==> src/rtl/tlul_sram_ctrl_pkg.sv <==
// Shared types and constants for the TL-UL SRAM device controller.
package tlul_sram_ctrl_pkg;

    localparam logic [2:0] OpPutFull       = 3'd0;
    localparam logic [2:0] OpPutPartial    = 3'd1;
    localparam logic [2:0] OpGet           = 3'd4;
    localparam logic [2:0] OpAccessAck     = 3'd0;
    localparam logic [2:0] OpAccessAckData = 3'd1;

    typedef logic [3:0] mubi4_t;
    localparam mubi4_t MuBi4True  = 4'h6;
    localparam mubi4_t MuBi4False = 4'h9;

    localparam logic [31:0] ErrData = 32'hFFFF_FFFF;

    typedef struct packed {
        mubi4_t instr_type;
    } tl_a_user_t;

    typedef struct packed {
        logic        a_valid;
        logic [2:0]  a_opcode;
        logic [2:0]  a_param;
        logic [1:0]  a_size;
        logic [7:0]  a_source;
        logic [31:0] a_address;
        logic [3:0]  a_mask;
        logic [31:0] a_data;
        tl_a_user_t  a_user;
        logic        d_ready;
    } tl_h2d_t;

    typedef struct packed {
        logic        d_valid;
        logic [2:0]  d_opcode;
        logic [2:0]  d_param;
        logic [1:0]  d_size;
        logic [7:0]  d_source;
        logic        d_sink;
        logic [31:0] d_data;
        logic [3:0]  d_user;
        logic        d_error;
        logic        a_ready;
    } tl_d2h_t;

    typedef struct packed {
        logic       is_read;
        logic       error;
        logic [7:0] source;
        logic [1:0] size;
    } rsp_meta_t;

    typedef enum logic [2:0] {
        ErrNone, ErrOpcode, ErrSize, ErrAlign, ErrRange, ErrMask, ErrFetch
    } err_cause_e;

    // Byte lanes touched by an access of 2**size bytes at the given word offset.
    function automatic logic [3:0] size_mask(logic [1:0] size, logic [1:0] offset);
        logic [3:0] lanes;
        unique case (size)
            2'd0:    lanes = 4'b0001 << offset;
            2'd1:    lanes = 4'b0011 << offset;
            default: lanes = 4'b1111;
        endcase
        return lanes;
    endfunction

endpackage

==> src/rtl/tlul_sram_ctrl_if.sv <==
// TL-UL A/D channel bundle between host and the SRAM controller.
interface tlul_sram_ctrl_if;
    import tlul_sram_ctrl_pkg::*;

    tl_h2d_t h2d;
    tl_d2h_t d2h;

    modport slave  (input h2d, output d2h);
    modport master (output h2d, input d2h);
endinterface

==> src/rtl/tlul_sram_ctrl_rspq.sv <==
// In-order response queue; read data lands in the newest slot one cycle after push.
module tlul_sram_ctrl_rspq import tlul_sram_ctrl_pkg::*; #(
    parameter int unsigned Outstanding = 2,
    localparam int unsigned IdxW = (Outstanding > 1) ? $clog2(Outstanding) : 1,
    localparam int unsigned CntW = $clog2(Outstanding + 1)
) (
    input  logic            clk_i,
    input  logic            rst_ni,
    input  logic            push,
    input  rsp_meta_t       push_meta,
    input  logic            late_we,
    input  logic [31:0]     late_data,
    input  logic            pop,
    output rsp_meta_t       head_meta,
    output logic [31:0]     head_data,
    output logic [CntW-1:0] count
);

    rsp_meta_t       meta_q [Outstanding];
    logic [31:0]     data_q [Outstanding];
    logic [IdxW-1:0] wptr_q, rptr_q, last_q;
    logic [CntW-1:0] count_q;

    function automatic logic [IdxW-1:0] inc(logic [IdxW-1:0] p);
        return (p == IdxW'(Outstanding - 1)) ? '0 : p + 1'b1;
    endfunction

    // Slot storage, pointers and occupancy.
    always_ff @(posedge clk_i or negedge rst_ni) begin
        if (!rst_ni) begin
            for (int unsigned i = 0; i < Outstanding; i++) begin
                meta_q[i] <= '0;
                data_q[i] <= '0;
            end
            wptr_q  <= '0;
            rptr_q  <= '0;
            last_q  <= '0;
            count_q <= '0;
        end else begin
            if (push) begin
                meta_q[wptr_q] <= push_meta;
                // Writes and errors keep this; good reads overwrite it next cycle.
                data_q[wptr_q] <= ErrData;
                wptr_q         <= inc(wptr_q);
                last_q         <= wptr_q;
            end
            if (late_we) begin
                data_q[last_q] <= late_data;
            end
            if (pop) begin
                rptr_q <= inc(rptr_q);
            end
            if (push && !pop) begin
                count_q <= count_q + 1'b1;
            end else if (pop && !push) begin
                count_q <= count_q - 1'b1;
            end
        end
    end

    // Head view; forward RAM data when the head is the read still being filled.
    always_comb begin
        head_meta = meta_q[rptr_q];
        head_data = (late_we && (last_q == rptr_q)) ? late_data : data_q[rptr_q];
        count     = count_q;
    end

endmodule

==> src/rtl/tlul_sram_ctrl.sv <==
// TL-UL device front end for a 1-cycle-latency single-port SRAM.
module tlul_sram_ctrl import tlul_sram_ctrl_pkg::*; #(
    parameter int unsigned Depth       = 2048,
    parameter int unsigned Outstanding = 2,
    parameter bit          EnIfetch    = 1'b1,
    localparam int unsigned Aw         = $clog2(Depth),
    localparam int unsigned CntW       = $clog2(Outstanding + 1)
) (
    input  logic                 clk_i,
    input  logic                 rst_ni,
    tlul_sram_ctrl_if.slave      tl,
    input  mubi4_t               en_ifetch_i,
    output logic                 req_o,
    output logic                 we_o,
    output logic [Aw-1:0]        addr_o,
    output logic [31:0]          wdata_o,
    output logic [31:0]          wmask_o,
    input  logic [31:0]          rdata_i
);

    err_cause_e      err_cause;
    logic            a_ready, a_hs, is_get, pop, rd_pending_q;
    logic [3:0]      need_mask;
    logic [CntW-1:0] count;
    rsp_meta_t       push_meta, head_meta;
    logic [31:0]     head_data;
    logic            unused_param;

    assign unused_param = ^tl.h2d.a_param;

    // Request classification; the first failing check names the cause.
    always_comb begin
        err_cause = ErrNone;
        need_mask = size_mask(tl.h2d.a_size, tl.h2d.a_address[1:0]);
        if (!(tl.h2d.a_opcode inside {OpGet, OpPutFull, OpPutPartial})) begin
            err_cause = ErrOpcode;
        end else if (tl.h2d.a_size == 2'd3) begin
            err_cause = ErrSize;
        end else if ((tl.h2d.a_size == 2'd1 && tl.h2d.a_address[0]) ||
                     (tl.h2d.a_size == 2'd2 && tl.h2d.a_address[1:0] != 2'd0)) begin
            err_cause = ErrAlign;
        end else if (tl.h2d.a_address[31:2] >= 30'(Depth)) begin
            err_cause = ErrRange;
        end else if (tl.h2d.a_opcode == OpPutFull &&
                     (tl.h2d.a_mask & need_mask) != need_mask) begin
            err_cause = ErrMask;
        end else if (tl.h2d.a_opcode == OpGet && tl.h2d.a_user.instr_type == MuBi4True &&
                     (!EnIfetch || en_ifetch_i != MuBi4True)) begin
            err_cause = ErrFetch;
        end
    end

    // RAM strobe and write controls; errored requests never reach the RAM.
    always_comb begin
        a_ready = (count < CntW'(Outstanding));
        a_hs    = tl.h2d.a_valid && a_ready;
        is_get  = (tl.h2d.a_opcode == OpGet);
        req_o   = a_hs && (err_cause == ErrNone);
        we_o    = req_o && !is_get;
        addr_o  = tl.h2d.a_address[Aw+1:2];
        wdata_o = tl.h2d.a_data;
        wmask_o = '0;
        for (int i = 0; i < 4; i++) begin
            wmask_o[8*i +: 8] = {8{tl.h2d.a_mask[i]}};
        end
        push_meta = '{is_read: is_get, error: (err_cause != ErrNone),
                      source: tl.h2d.a_source, size: tl.h2d.a_size};
    end

    // Marks that rdata_i carries data for the newest queue entry this cycle.
    always_ff @(posedge clk_i or negedge rst_ni) begin
        if (!rst_ni) begin
            rd_pending_q <= 1'b0;
        end else begin
            rd_pending_q <= req_o && is_get;
        end
    end

    tlul_sram_ctrl_rspq #(
        .Outstanding (Outstanding)
    ) u_rspq (
        .clk_i     (clk_i),
        .rst_ni    (rst_ni),
        .push      (a_hs),
        .push_meta (push_meta),
        .late_we   (rd_pending_q),
        .late_data (rdata_i),
        .pop       (pop),
        .head_meta (head_meta),
        .head_data (head_data),
        .count     (count)
    );

    // D channel driven straight from the queue head.
    always_comb begin
        tl.d2h          = '0;
        tl.d2h.a_ready  = a_ready;
        tl.d2h.d_valid  = (count != '0);
        tl.d2h.d_opcode = head_meta.is_read ? OpAccessAckData : OpAccessAck;
        tl.d2h.d_size   = head_meta.size;
        tl.d2h.d_source = head_meta.source;
        tl.d2h.d_error  = head_meta.error;
        tl.d2h.d_data   = head_data;
        pop             = (count != '0) && tl.h2d.d_ready;
    end

endmodule
==> src/flat_wrapper.sv <==
// flat-port wrapper written by rule: the top's interface ports become plain ports
module tlul_sram_ctrl_flat import tlul_sram_ctrl_pkg::*;
#(
    parameter int unsigned Depth       = 2048,
    parameter int unsigned Outstanding = 2,
    parameter bit          EnIfetch    = 1'b1,
    localparam int unsigned Aw         = $clog2(Depth),
    localparam int unsigned CntW       = $clog2(Outstanding + 1)
)
  (clk_i, rst_ni, en_ifetch_i, req_o, we_o, addr_o, wdata_o, wmask_o, rdata_i, tl_h2d, tl_d2h);
  tlul_sram_ctrl_if tl_i ();
  input  logic clk_i;
  input  logic rst_ni;
  input  mubi4_t en_ifetch_i;
  output logic req_o;
  output logic we_o;
  output logic [Aw-1:0] addr_o;
  output logic [31:0] wdata_o;
  output logic [31:0] wmask_o;
  input  logic [31:0] rdata_i;
  input wire logic [$bits(tl_i.h2d)-1:0] tl_h2d;
  output wire logic [$bits(tl_i.d2h)-1:0] tl_d2h;
  assign tl_i.h2d = tl_h2d;
  assign tl_d2h = tl_i.d2h;
  tlul_sram_ctrl #(.Depth(Depth), .Outstanding(Outstanding), .EnIfetch(EnIfetch)) u_core (.clk_i(clk_i), .rst_ni(rst_ni), .tl(tl_i), .en_ifetch_i(en_ifetch_i), .req_o(req_o), .we_o(we_o), .addr_o(addr_o), .wdata_o(wdata_o), .wmask_o(wmask_o), .rdata_i(rdata_i));
endmodule
==> config.mk <==
export PLATFORM = sky130hd
export DESIGN_NAME = tlul_sram_ctrl_flat
export DESIGN_NICKNAME = d
export VERILOG_FILES = /design/src/rtl/tlul_sram_ctrl_pkg.sv /design/src/rtl/tlul_sram_ctrl_if.sv /design/src/rtl/tlul_sram_ctrl_rspq.sv /design/src/rtl/tlul_sram_ctrl.sv /design/src/flat_wrapper.sv
export SDC_FILE = /design/constraint.sdc
export NUM_CORES = 1
export LEC_CHECK = 0
export CAP_MARGIN = 20
export CORE_MARGIN = 2
export CORE_UTILIZATION = 44
export DETAILED_ROUTE_END_ITERATION = 12
export PLACE_DENSITY = 0.86
export SYNTH_ARGS = -nofsm -noshare
export SYNTH_HDL_FRONTEND = slang
export SYNTH_SLANG_ARGS = --single-unit
==> constraint.sdc <==
create_clock -name clk_i -period 4.6 [get_ports clk_i]
set_clock_uncertainty 0.15 [all_clocks]
set_input_delay 0.92 -clock clk_i [delete_from_list [all_inputs] [get_ports clk_i]]
set_output_delay 0.92 -clock clk_i [all_outputs]
set_load 0.01 [all_outputs]
# After elaboration in Yosys (flattened, before gate mapping)
# Cells that the tools add are included.
[word_totals] elab_cells=98 regBits=94
[classes] mux=29 n_eq_ne=9 shifts=2 n_reduce_logical=27 addsub=4 bitwise=5 magnitude_cmp=7
[ops] op="$mux W32" count=6
[ops] op="$mux W64" count=2
[ops] op="$bwmux W64" count=1
[ops] op="$demux W32 S1" count=2
[ops] op="$or A64 B64 Y64" count=1
[ops] op="$mux W12" count=4
[ops] op="$ge A30 B12 Y1 const B" count=1
[ops] op="$bwmux W24" count=1
[ops] op="$mux W3" count=6
[ops] op="$logic_and A1 B1 Y1" count=15
[ops] op="$demux W12 S1" count=1
[ops] op="$pmux W4 S2" count=1
[ops] op="$ge A2 B2 Y1 const B" count=3
[ops] op="$logic_not A3 Y1" count=2
[ops] op="$not A1 Y2" count=3
[ops] op="$reduce_bool A2 Y1" count=3
[ops] op="$reduce_bool A3 Y1" count=2
[ops] op="$and A4 B4 Y4" count=1
[ops] op="$eq A2 B2 Y1 const B" count=2
[ops] op="$eq A4 B3 Y1 const B" count=1
[ops] op="$lt A2 B1 Y1 const B" count=2
[ops] op="$mux W2" count=2
[ops] op="$ne A4 B3 Y1 const B" count=1
[ops] op="$ne A4 B4 Y1" count=1
[ops] op="14 further kinds" count=19

# Longest topological paths before layout
# Gate-level depths: netlist (run 1).
[depth] ltp_word=13 ltp_mapped=7

# By module
# Synthesis (run 1) repeated with hierarchy kept, for this count alone.
[unflattened] hier_cells=573 area_unflattened_um2=5818.1
[by_module_without_submodules] module="tlul_sram_ctrl_rspq" area_each_um2=4844.6 instances=1 cells_per_inst=443
[by_module_without_submodules] module="tlul_sram_ctrl" area_each_um2=973.4 instances=1 cells_per_inst=130

# Worst setup path after synthesis (run 1)
# Ideal clock, no wire load.
[synth_path] path_kind="input -> output" from="input port tl_h2d[60]" to="output port we_o" stages=4 required_time_ns=3.530 t_arrival_ns=1.795 slack_ns=1.735 cell_sequence="nor4_1 nand4_1 nor3_1 and4_2"
[synth_between] elab_chain_cells=8
[synth_rtl] element="start: declaration" line="flat_wrapper.sv:21" text="input wire logic [$bits(tl_i.h2d)-1:0] tl_h2d;"
[synth_rtl] element="$ge A30 B12 Y1" line="tlul_sram_ctrl.sv:42" text="end else if (tl.h2d.a_address[31:2] >= 30'(Depth)) begin"
[synth_rtl] element="$mux W3" line="tlul_sram_ctrl.sv:42"
[synth_rtl] element="$mux W3" line="tlul_sram_ctrl.sv:39" text="end else if ((tl.h2d.a_size == 2'd1 && tl.h2d.a_address[0]) ||"
[synth_rtl] element="$mux W3" line="tlul_sram_ctrl.sv:37" text="end else if (tl.h2d.a_size == 2'd3) begin"
[synth_rtl] element="$mux W3" line="tlul_sram_ctrl.sv:35" text="if (!(tl.h2d.a_opcode inside {OpGet, OpPutFull, OpPutPartial})) begin"
[synth_rtl] element="$logic_not A3 Y1" line="tlul_sram_ctrl.sv:58" text="req_o = a_hs && (err_cause == ErrNone);"
[synth_rtl] element="$logic_and A1 B1 Y1" line="tlul_sram_ctrl.sv:58"
[synth_rtl] element="$logic_and A1 B1 Y1" line="tlul_sram_ctrl.sv:59" text="we_o = req_o && !is_get;"
[synth_rtl] element="end: declaration" line="flat_wrapper.sv:16" text="output logic we_o;"
# No other way between the ends.

# Worst setup path after layout (run 1)
[layout_path] from="input port en_ifetch_i[2]" to="output port we_o"
[layout_between] elab_chain_cells=11
[layout_rtl] element="start: declaration" line="flat_wrapper.sv:14" text="input mubi4_t en_ifetch_i;"
[layout_rtl] element="$ne A4 B3 Y1" line="tlul_sram_ctrl.sv:48" text="(!EnIfetch || en_ifetch_i != MuBi4True)) begin"
[layout_rtl] element="$logic_and A1 B1 Y1" line="tlul_sram_ctrl.sv:47" text="end else if (tl.h2d.a_opcode == OpGet && tl.h2d.a_user.instr_type == MuBi4True &&"
[layout_rtl] element="$mux W3" line="tlul_sram_ctrl.sv:47"
[layout_rtl] element="$mux W3" line="tlul_sram_ctrl.sv:44" text="end else if (tl.h2d.a_opcode == OpPutFull &&"
[layout_rtl] element="$mux W3" line="tlul_sram_ctrl.sv:42"
[layout_rtl] element="$mux W3" line="tlul_sram_ctrl.sv:39"
[layout_rtl] element="$mux W3" line="tlul_sram_ctrl.sv:37"
[layout_rtl] element="$mux W3" line="tlul_sram_ctrl.sv:35"
[layout_rtl] element="$logic_not A3 Y1" line="tlul_sram_ctrl.sv:58"
[layout_rtl] element="$logic_and A1 B1 Y1" line="tlul_sram_ctrl.sv:58"
[layout_rtl] element="$logic_and A1 B1 Y1" line="tlul_sram_ctrl.sv:59"
# No other way between the ends.

==> impl_metrics.json, run 1 <==
{
  "numClockSinks": 94,
  "cts.clk_slew.worst_paths_ns": 0.06,
  "yosys.area_share.simple": 0.202,
  "clock_latency_ns": 0.33,
  "path_delay_family": "simple AND/OR/NAND/NOR gates",
  "crit_top_cell": "clkdlybuf4s50_1",
  "use_met3": 0.0275,
  "rsz0062_at_grt": "false",
  "rrSetupSlack_ns": 2.58,
  "die_y_um": 114,
  "hold_start": "u_core.u_rspq.meta_q[3]$_DFFE_PN0P_",
  "dr.pass1.iters": 5,
  "std_cell_rows": 40,
  "cp.buffers_inverters": 2,
  "grt_pass1_wl_mm": 19.6,
  "hold_viol": 0,
  "ant_nets": 0,
  "postSynthAreaPerCell_um2": 8.37,
  "place_congestion": 0.768,
  "utilization": 0.565,
  "drc": 0,
  "core-area_um2": 11900,
  "top_usage_layer": "met2",
  "vias_per_cell": 5.08,
  "syn_area_um2": 5330,
  "fin_total_pwr_mw": 2.65,
  "synth-seq-cells": 94,
  "vias": 4351,
  "timing.rr.start": "u_core.u_rspq.count[1]$_DFFE_PN0P_",
  "tightest_slew_ns": 0.986,
  "muxShareOfSynthArea": 0.0873,
  "cp-end-kind": "output pin",
  "cts_setup_buffers": 0,
  "start_util": 0.448,
  "p_leak_nw": 2.73,
  "drive_above_1_share": 0.0718,
  "cts_resized": 0,
  "place_inst": 839,
  "worstPathArrival_ns": 2.98,
  "synthXorXnorAreaFrac": 0.00821,
  "min_period_ns": 4.05,
  "ys_warn_count": 0,
  "fillCellCount": 1069,
  "min_to": "u_core.u_rspq.meta_q[3]$_DFFE_PN0P_",
  "final_cell_mix": "clkdlybuf4s50_1 (160), nor2_1 (134), nand2_1 (103)",
  "grtUsageMet1": 0.225,
  "min_period_over_period": 0.881,
  "cp_slowest_cell": "clkdlybuf4s50_1",
  "slowest_delay_ns": 0.54,
  "hp-class": "reg -> reg",
  "drt-total-wl_mm": 12.1,
  "crit_start": "en_ifetch_i[2]",
  "setup_viol": 0,
  "port-buffer-count": 161,
  "seq_area_um2": 2350,
  "num-nets-final": 834,
  "hpwl_mm": 8.16,
  "status": "finished, final reports clean",
  "layout_commonest_cell": "clkdlybuf4s50_1",
  "cts_root_buf": "clkbuf_16",
  "die_w_um": 114,
  "ios": 261,
  "synth-adder-area-share": 0.00235,
  "cts_buffers": 9,
  "maxCapViolCount": 0,
  "ys_types": 40,
  "place_area_um2": 6400,
  "drt-initial-drc-count": 300,
  "clk_path_buf_depth": 2,
  "layoutNonFillerInstCount": 857,
  "synth_top_family_by_area": "simple AND/OR/NAND/NOR gates",
  "synth_compound_area_frac": 0.103,
  "antenna_found_initial": 0,
  "postSynthCellCount": 637,
  "overflow": 0,
  "multiInputGateArea_um2": 2200,
  "drv_slew": 0,
  "holdBufCountCts": 0,
  "path_max_fanout": 5,
  "grt_max_degree": 76,
  "seq_area_frac_synth": 0.441,
  "htree_levels": 3,
  "maxSlewHeadroom": 0.343,
  "path_class": "in -> out",
  "cts_tree": "done",
  "rr_endpoint": "u_core.u_rspq.meta_q[10]$_DFFE_PN0P_",
  "track_usage": 0.188,
  "r2r_cells": 4,
  "startpoint_type": "input pin",
  "diodes": 0,
  "p_per_area_nw_per_um2": 394,
  "crit_path_cell_trace": "clkdlybuf4s50_1 > nor4bb_1 > nor3_2 > nor2_1 > and4_2 > clkdlybuf4s50_1",
  "final.setup.tns_ns": 0,
  "whs_path_depth": 2,
  "post-route-cell-area_um2": 6740,
  "wl_per_cell_um": 14.1,
  "die_area_um2": 13000,
  "gr-usage-met2": 0.331,
  "max_freq_ghz": 0.247,
  "peakVddDrop_mv": 0.272,
  "grt_pass1_vias": 4127,
  "area_growth_pct": 26.3,
  "required_ns": 3.53
}
## how the worst max path moves through the flow
stage | cells after the start | endpoint
after detailed placement | 6 | we_o
after floorplan | 4 | we_o
after global placement | 6 | we_o
after CTS | 6 | we_o
final | 6 | we_o
after global routing | 6 | we_o
## power by group
| part | internal (mW) | leakage [nW] | switching [mW] |
|---|---|---|---|
| logic | 0.451 | 1.67 | 0.442 |
| registers | 0.953 | 0.928 | 0.0776 |
| clock network | 0.419 | 0.134 | 0.308 |
## cell usage after synthesis (all sizes together)
cell     instances  share of area
clkbuf          13         0.0092
inv              2         0.0014
a21oi           64          0.060
nand4            2         0.0023
o31ai            1         0.0014
or3b             1         0.0021
a41oi            2         0.0033
nand4bb          1         0.0021
nor2           135          0.096
or2              1         0.0012
xor2             1         0.0016
nand2          105          0.074
conb             1        0.00070
nor2b            1         0.0012
and3b            2         0.0035
nor3             2         0.0028
ha               1         0.0023
and2             1         0.0012
a31o             1         0.0016
o31a             1         0.0016
o211ai           1         0.0014
dfrtp           94           0.44
mux2            12          0.025
xnor2            4         0.0066
buf            108           0.14
or3              1         0.0012
nor4bb           1         0.0019
and3             1         0.0014
o21ai           36          0.034
nand2b           2         0.0038
mux2i           33          0.062
and4             1         0.0019
nor4             5         0.0059
## kinds of logic after synthesis
| logic type | after synthesis |
|---|---|
| and+or+nand+nor | 262 |
| buffers and inverters | 123 |
| AOI/OAI and AO/OA | 106 |
| DFF | 94 |
| muxes | 45 |
| xor gates and xnor gates | 5 |
| adders and majority gates | 1 |
| other | 1 |
## worst min-delay path: cells and delay by family (launching register included)
family / cells / cell delay (ns)
DFF: 1 / 0.34
and+or+nand+nor: 2 / 0.10
## routing by layer
layer / vias up / routed length [um]
met4: 0 / 326
met1: 2040 / 4910
met5: - / 0
met3: 27 / 722
li1: 2120 / -
met2: 164 / 6120
## area by class of cell
type | instances | share of cell area
tap | 147 | 0.0273
clock inverter | 6 | 0.00929
sequential | 94 | 0.349
timing repair buffer | 169 | 0.252
multi-input combinational | 429 | 0.327
clock buffer | 10 | 0.0340
inverter | 2 | 0.00111
## sequential cells by signal, summed over array words and instances (netlist names)
register              count
u_core.rd_pending_q       1
u_core.u_rspq.count       2
u_core.u_rspq.data_q     64
u_core.u_rspq.last_q      1
u_core.u_rspq.meta_q     24
u_core.u_rspq.rptr_q      1
u_core.u_rspq.wptr_q      1
## through the flow
stage | hold slack [ns] | worst slack [ns]
6_report | 0.321 | 0.549
3_5_place_dp | 0.307 | 0.527
5_1_grt | 0.349 | 0.462
2_1_floorplan | 0.290 | 1.74
3_3_place_gp | 0.303 | 0.548
4_1_cts | 0.324 | 0.526
Power figures use the tool's default switching activity.
==> run 2: changes to the inputs <==
--- a/config.mk
+++ b/config.mk
@@ -10,6 +10,7 @@
 export CORE_UTILIZATION = 44
 export DETAILED_ROUTE_END_ITERATION = 12
 export PLACE_DENSITY = 0.86
+export SKIP_LAST_GASP = 1
 export SYNTH_ARGS = -nofsm -noshare
 export SYNTH_HDL_FRONTEND = slang
 export SYNTH_SLANG_ARGS = --single-unit
==> results of run 2 <==
The final DEF is identical to that of run 1; final timing and power are the same.
